### src/rtl/fifo_wr_arbiter_if.sv
// Write-side bundle: two requesters with data, synchronized read pointer in,
// memory write port, full flag, Gray write pointer and occupancy out.
interface fifo_wr_arbiter_if #(
   parameter int unsigned DATA_SIZE = 8,
   parameter int unsigned ADDR_SIZE = 4
);
   logic                 req0;
   logic [DATA_SIZE-1:0] data0;
   logic                 gnt0;
   logic                 req1;
   logic [DATA_SIZE-1:0] data1;
   logic                 gnt1;
   logic [ADDR_SIZE:0]   rd_ptr_sync;
   logic                 en;
   logic [ADDR_SIZE-1:0] wr_addr;
   logic [DATA_SIZE-1:0] wr_data;
   logic                 wr_full;
   logic [ADDR_SIZE:0]   wr_ptr;
   logic [ADDR_SIZE:0]   wr_level;

   modport master (
      output req0, data0, req1, data1, rd_ptr_sync,
      input  gnt0, gnt1, en, wr_addr, wr_data, wr_full, wr_ptr, wr_level
   );

   modport slave (
      input  req0, data0, req1, data1, rd_ptr_sync,
      output gnt0, gnt1, en, wr_addr, wr_data, wr_full, wr_ptr, wr_level
   );
endinterface

### src/rtl/fifo_wr_arbiter.sv
// Async-FIFO write side shared by two requesters: round-robin grant in the
// request cycle, binary/Gray write pointer, full flag and occupancy.
module fifo_wr_arbiter #(
   parameter int unsigned DATA_SIZE = 8,
   parameter int unsigned ADDR_SIZE = 4
) (
   input  logic               clk,
   input  logic               rst_n,
   fifo_wr_arbiter_if.slave   bus
);
   localparam int unsigned PW = ADDR_SIZE + 1;

   typedef enum logic {PRIO0 = 1'b0, PRIO1 = 1'b1} prio_t;

   logic [PW-1:0] r_wbin;
   logic [PW-1:0] r_wgray;
   prio_t         r_prio;

   logic [PW-1:0] w_wbin_nxt;
   logic [PW-1:0] w_wgray_nxt;
   logic [PW-1:0] w_rd_bin;
   prio_t         w_prio_nxt;
   logic          w_full;
   logic          w_gnt0;
   logic          w_gnt1;
   logic          w_en;

   always_ff @(posedge clk or negedge rst_n) begin
      if (!rst_n) begin
         r_wbin  <= '0;
         r_wgray <= '0;
         r_prio  <= PRIO0;
      end else begin
         r_wbin  <= w_wbin_nxt;
         r_wgray <= w_wgray_nxt;
         r_prio  <= w_prio_nxt;
      end
   end

   always_comb begin
      w_rd_bin = '0;
      for (int unsigned i = 0; i < PW; i++) begin
         w_rd_bin[i] = ^(bus.rd_ptr_sync >> i);
      end
   end

   assign w_full = (r_wgray == {~bus.rd_ptr_sync[ADDR_SIZE:ADDR_SIZE-1],
                                 bus.rd_ptr_sync[ADDR_SIZE-2:0]});

   // Grants are gated by rst_n so nothing is accepted while reset is held.
   always_comb begin
      w_gnt0     = 1'b0;
      w_gnt1     = 1'b0;
      w_prio_nxt = r_prio;
      if (rst_n && !w_full) begin
         if (bus.req0 && bus.req1) begin
            if (r_prio == PRIO1) w_gnt1 = 1'b1;
            else                 w_gnt0 = 1'b1;
         end else begin
            w_gnt0 = bus.req0;
            w_gnt1 = bus.req1;
         end
      end
      if (w_gnt0)      w_prio_nxt = PRIO1;
      else if (w_gnt1) w_prio_nxt = PRIO0;
      w_en        = w_gnt0 | w_gnt1;
      w_wbin_nxt  = r_wbin + PW'(w_en);
      w_wgray_nxt = w_wbin_nxt ^ (w_wbin_nxt >> 1);
   end

   assign bus.gnt0     = w_gnt0;
   assign bus.gnt1     = w_gnt1;
   assign bus.en       = w_en;
   assign bus.wr_addr  = r_wbin[ADDR_SIZE-1:0];
   assign bus.wr_data  = w_gnt1 ? bus.data1 : bus.data0;
   assign bus.wr_full  = w_full;
   assign bus.wr_ptr   = r_wgray;
   assign bus.wr_level = r_wbin - w_rd_bin;
endmodule

### src/flat_wrapper.sv
// flat-port wrapper written by rule: the top's interface ports become plain ports
module fifo_wr_arbiter_flat 
#(
   parameter int unsigned DATA_SIZE = 8,
   parameter int unsigned ADDR_SIZE = 4
)
  (clk, rst_n, bus_req0, bus_data0, bus_req1, bus_data1, bus_rd_ptr_sync, bus_gnt0, bus_gnt1, bus_en, bus_wr_addr, bus_wr_data, bus_wr_full, bus_wr_ptr, bus_wr_level);
  fifo_wr_arbiter_if #(.DATA_SIZE(DATA_SIZE), .ADDR_SIZE(ADDR_SIZE)) bus_i ();
  input  logic clk;
  input  logic rst_n;
  input wire logic [$bits(bus_i.req0)-1:0] bus_req0;
  input wire logic [$bits(bus_i.data0)-1:0] bus_data0;
  input wire logic [$bits(bus_i.req1)-1:0] bus_req1;
  input wire logic [$bits(bus_i.data1)-1:0] bus_data1;
  input wire logic [$bits(bus_i.rd_ptr_sync)-1:0] bus_rd_ptr_sync;
  output wire logic [$bits(bus_i.gnt0)-1:0] bus_gnt0;
  output wire logic [$bits(bus_i.gnt1)-1:0] bus_gnt1;
  output wire logic [$bits(bus_i.en)-1:0] bus_en;
  output wire logic [$bits(bus_i.wr_addr)-1:0] bus_wr_addr;
  output wire logic [$bits(bus_i.wr_data)-1:0] bus_wr_data;
  output wire logic [$bits(bus_i.wr_full)-1:0] bus_wr_full;
  output wire logic [$bits(bus_i.wr_ptr)-1:0] bus_wr_ptr;
  output wire logic [$bits(bus_i.wr_level)-1:0] bus_wr_level;
  assign bus_i.req0 = bus_req0;
  assign bus_i.data0 = bus_data0;
  assign bus_i.req1 = bus_req1;
  assign bus_i.data1 = bus_data1;
  assign bus_i.rd_ptr_sync = bus_rd_ptr_sync;
  assign bus_gnt0 = bus_i.gnt0;
  assign bus_gnt1 = bus_i.gnt1;
  assign bus_en = bus_i.en;
  assign bus_wr_addr = bus_i.wr_addr;
  assign bus_wr_data = bus_i.wr_data;
  assign bus_wr_full = bus_i.wr_full;
  assign bus_wr_ptr = bus_i.wr_ptr;
  assign bus_wr_level = bus_i.wr_level;
  fifo_wr_arbiter #(.DATA_SIZE(DATA_SIZE), .ADDR_SIZE(ADDR_SIZE)) u_core (.clk(clk), .rst_n(rst_n), .bus(bus_i));
endmodule
### config.mk
export PLATFORM = sky130hd
export DESIGN_NAME = fifo_wr_arbiter_flat
export DESIGN_NICKNAME = d
export VERILOG_FILES = /design/src/rtl/fifo_wr_arbiter_if.sv /design/src/rtl/fifo_wr_arbiter.sv /design/src/flat_wrapper.sv
export SDC_FILE = /design/constraint.sdc
export NUM_CORES = 1
export LEC_CHECK = 0
export CAP_MARGIN = 25
export CORE_MARGIN = 2
export CORE_UTILIZATION = 31
export CTS_CLUSTER_SIZE = 20
export DETAILED_ROUTE_END_ITERATION = 6
export GPL_TIMING_DRIVEN = 0
export PLACE_DENSITY = 0.78
export REMOVE_ABC_BUFFERS = 1
export SLEW_MARGIN = 20
export SYNTH_ARGS = -nofsm -noshare
export SYNTH_HDL_FRONTEND = slang
export SYNTH_SLANG_ARGS = --single-unit
### constraint.sdc
create_clock -name clk -period 2.9 [get_ports clk]
set_input_delay 0.58 -clock clk [delete_from_list [all_inputs] [get_ports clk]]
set_output_delay 0.58 -clock clk [all_outputs]
set_load 0.01 [all_outputs]
# ---- After elaboration in Yosys (flattened, before gate mapping)
# Index checks and enable logic that the tools add are counted.
dict set report op_classes {
  n_reduce_logical 9
  muxes 9
  bitwise 3
  eq_ne 1
  n_addsub 2
}
# op count
set ops {}
lappend ops {{$reduce_xor 5->1} 5}
lappend ops {{$mux 1} 8}
lappend ops {{$mux 8} 1}
lappend ops {{$add 5x1->5} 1}
lappend ops {{$eq 5x5->1} 1}
lappend ops {{$sub 5x5->5} 1}
lappend ops {{$xor 5x4->5} 1}
lappend ops {{$logic_and 1x1->1} 2}
lappend ops {{$not 2->2} 1}
lappend ops {{$reduce_bool 2->1} 1}
lappend ops {{$logic_not 1->1} 1}
lappend ops {{$or 1x1->1} 1}
dict set report word_totals {
  elab_cells 27
  in_bits 25
  reg_bits 11
}

# ---- Logic depth before layout (Yosys ltp)
dict set report depth {
  depth_word 8
  depth_mapped 10
  ltp_nobuf 10
}

# ---- Least setup slack after synthesis
# No wires, ideal clock.
dict set report synth_path {
  kind {input-to-output}
  startpoint {input port bus_rd_ptr_sync[3]}
  endpoint {output port bus_wr_level[4]}
  n_path_buf 0
  setup_slack_ps -236
  cell_stages 10
  t_arrival_ps 2556
  cell_sequence {xnor2_1 xor2_1 xor2_1 xnor2_1 ha_1 inv_1 fa_1 a21o_1 a21oi_1 xnor2_1}
}
dict set report synth_via {
  elab_chain_len 2
  word_cells_on_any_way 5
  cone_classes {add/sub: 1; reduce/logical: 4}
}
# item line_no
set synth_lines {}
lappend synth_lines {{from (decl)} flat_wrapper.sv:15} ;# input wire logic [$bits(bus_i.rd_ptr_sync)-1:0] bus_rd_ptr_sync;
lappend synth_lines {{$reduce_xor 5->1} fifo_wr_arbiter.sv:43} ;# w_rd_bin[i] = ^(bus.rd_ptr_sync >> i);
lappend synth_lines {{$sub 5x5->5 *} fifo_wr_arbiter.sv:78} ;# assign bus.wr_level = r_wbin - w_rd_bin;
lappend synth_lines {{to (decl)} flat_wrapper.sv:23} ;# output wire logic [$bits(bus_i.wr_level)-1:0] bus_wr_level;
# Every way passes the cells marked *; elsewhere a longest branch is shown, timed or not.

# ---- Worst setup path after layout
dict set report layout_path {
  startpoint {input port bus_rd_ptr_sync[2]}
  endpoint {output port bus_wr_level[4]}
}
# Same word-level chain as after synthesis.

==> key figures <==
Placed design
  • Placed cells: 146
  • Setup WS pre-CTS: -1.39 ns
  • PortBufs: 50
  • GPL Wtd Cong: 0.717
  • Post-DP HPWL: 1800 microns
  • Placed cell areas: 0.00128 sq mm

Global routing
  • First-pass GRT wire length: 3950 microns
  • GRT overflow: 0
  • Largest net degree at the start of global routing: 15
  • All-Layer GR Usage: 0.193
  • Vias in the first global route: 805
  • Antenna violations before repair: 0

Drt
  • DRT Pass-1 Iters: 2
  • Post-Route WL: 2620 microns
  • ANT nets after route: 0
  • DR vias/cell: 4.51
  • Initial DRC Count: 2
  • Wirelength per Cell: 15.8 microns
  • DRC Markers: 0
  • Vias: 748

Synthesis
  • Post-synth EDFFs: 0
  • Yosys cell types: 17
  • Top_reg_cell synth: dfrtp_1
  • Asr flop ratio synth: 1.00
  • Synthesis Warnings: 0
  • Flops & latches, synth: 10
  • Mapped Cells: 68
  • Mean area per synthesized cell: 10.9 sq um
  • Sequential fraction of the synthesis area: 0.336
  • Mapped Area: 744 sq um

Floorplanning
  • I/O pin count: 51
  • Die Y: 53.0 microns
  • Die W: 53.0 microns
  • Core Footprint: 0.00223 sq mm
  • Initial core utilization: 0.333
  • Cell Rows: 17
  • Die ar.: 0.00281 sq mm

Finish
  • Most frequent cells in the layout: clkdlybuf4s50_1 (33), buf_4 (14), xnor2_1 (11)
  • Area growth from synthesis to layout: 101%
  • Non-Filler Instances: 166
  • Most common library cell in the layout ignoring fill and taps: clkdlybuf4s50_1
  • Layout Utilization: 0.669
  • Share of cells above drive strength 1: 0.333
  • Layout Nets: 171
  • Diode count: 0
  • Final Cell Area: 0.00149 sq mm

Timing
  • Setup ws final: -0.370 ns
  • Layout Skew: 0.00753 ns
  • Final period util: 1.13
  • Final max-slew violation count: 0
  • Min Hold Slack: 0.225 ns
  • Fin. Hold Viols: 0
  • Slew margin rel.: 0.736
  • Worst Tran Pin Value: 0.395 ns
  • Setup TNS: -0.631 ns
  • Post-layout min period: 3.27 ns
  • RSZ-0062 raised after global routing: yes
  • Max frequency: 306 MHz
  • # setup viols final: 5

Critical path
  • Critical Path Max Stage Delay: 0.34 ns
  • Worst Setup End Kind: output pin
  • Arrival @ worst endpoint: 2.69 ns
  • WS Path Type: primary input to output pin
  • CP max-delay cell: fa_2
  • CP Launch Type: primary input
  • Crit path cell chain: clkdlybuf4s15_1 > xor2_2 > xor2_2 > xnor2_1 > ha_2 > inv_2 > fa_2 > a21o_1 > a21oi_2 > xnor2_1 > buf_2
  • R2R setup slack: 0.68 ns
  • Register-to-Register Path Depth: 9
  • Worst-path maximum fanout: 2
  • WP data required: 2.32 ns

Power
  • Power per standard cell area: 910 mW/mm^2
  • Max VDD drop: 0.616 mV
  • Power Total: 1.36 mW
  • Static Leak: 0.663 nW

Run status
  • Failing checks: setup timing
  • Outcome: finished with violations

Clock network
  • CTS buffer count: 3
  • H-tree depth: 1
  • Clock sinks: 10
  • Root Driver: clkbuf_4
  • Reg clk slew, reported paths: 0.07 ns
  • Hold Buf Count CTS: 0
  • Clock tree buffer depth: 2
  • Clk_lat worst skew: 0.26 ns
  • CTS tree: built

Worst hold path
  • Hold Crit Class: primary input to asynchronous set/reset pin

Job
  • Max_cap viols: 0
==> routing by layer <==
layer | vias to the layer above | share of wire | track usage
met5 | - | 0 | 0
met4 | 0 | 0.0057 | 0.0769
met3 | 2 | 0.027 | 0.0169
met2 | 12 | 0.55 | 0.333
met1 | 360 | 0.41 | 0.247
li1 | 374 | - | -
==> worst paths after layout <==
check / startpoint / end
min reg2reg: u_core.r_prio$_DFFE_PN0N_ / u_core.r_prio$_DFFE_PN0N_
max in group asynchronous: rst_n / u_core.r_wbin[2]$_DFF_PN0_
max: bus_rd_ptr_sync[2] / bus_wr_level[4]
max reg2reg: u_core.bus.wr_ptr[1]$_DFF_PN0_ / u_core.bus.wr_ptr[1]$_DFF_PN0_
min in group clk: u_core.r_prio$_DFFE_PN0N_ / u_core.r_prio$_DFFE_PN0N_
min: rst_n / u_core.bus.wr_ptr[0]$_DFF_PN0_
==> cells by family (layout without fill, tap and decap cells) <==
group | Yosys count | in the layout | share of synthesized area
buf+inv | 6 | 75 | 0.0302
fa+ha+maj | 7 | 7 | 0.128
mux | 8 | 8 | 0.121
xor+xnor | 19 | 19 | 0.224
flops | 10 | 10 | 0.336
simple gates | 9 | 9 | 0.0571
compound gates | 9 | 10 | 0.104
==> critical path, delay by kind of cell <==
kind / cells / cell delay (ns)
xor+xnor: 4 / 0.78
fa+ha+maj: 2 / 0.54
compound gates: 2 / 0.32
buf+inv: 3 / 0.46
==> report_power, final <==
group          switching, mW  internal (mW)
combinational          0.426          0.513
clock                 0.0478         0.0762
sequential            0.0816          0.215
==> synth_stat cells (2+ instances only) <==
master | count | area share
xor2_1 | 7 | 0.082
nand2_1 | 2 | 0.010
a21o_1 | 2 | 0.020
a21oi_1 | 3 | 0.020
inv_1 | 6 | 0.030
xnor2_1 | 12 | 0.14
dfrtp_1 | 10 | 0.34
nand3_1 | 3 | 0.020
nor2_1 | 3 | 0.015
mux2_2 | 8 | 0.12
ha_1 | 6 | 0.10
==> registers in the layout (all words and copies together) (netlist names) <==
register,flops
u_core.bus.wr_ptr,4
u_core.r_prio,1
u_core.r_wbin,5
==> what timing repair did <==
item	CTS	global route
buffers inserted	10	5
pin swaps	15	12
resized for setup	52	6
setup endpoints to repair	16	15
gates cloned	1	0
==> final cells by class <==
class	instances	area, sq um
tap	28	35.0
sequential	10	250
inverter	6	22.5
clock buffer	4	36.3
multi-input combinational	53	549
fill	192	739
timing repair buffer	65	601
No activity file was read; power rests on OpenSTA's default activity.
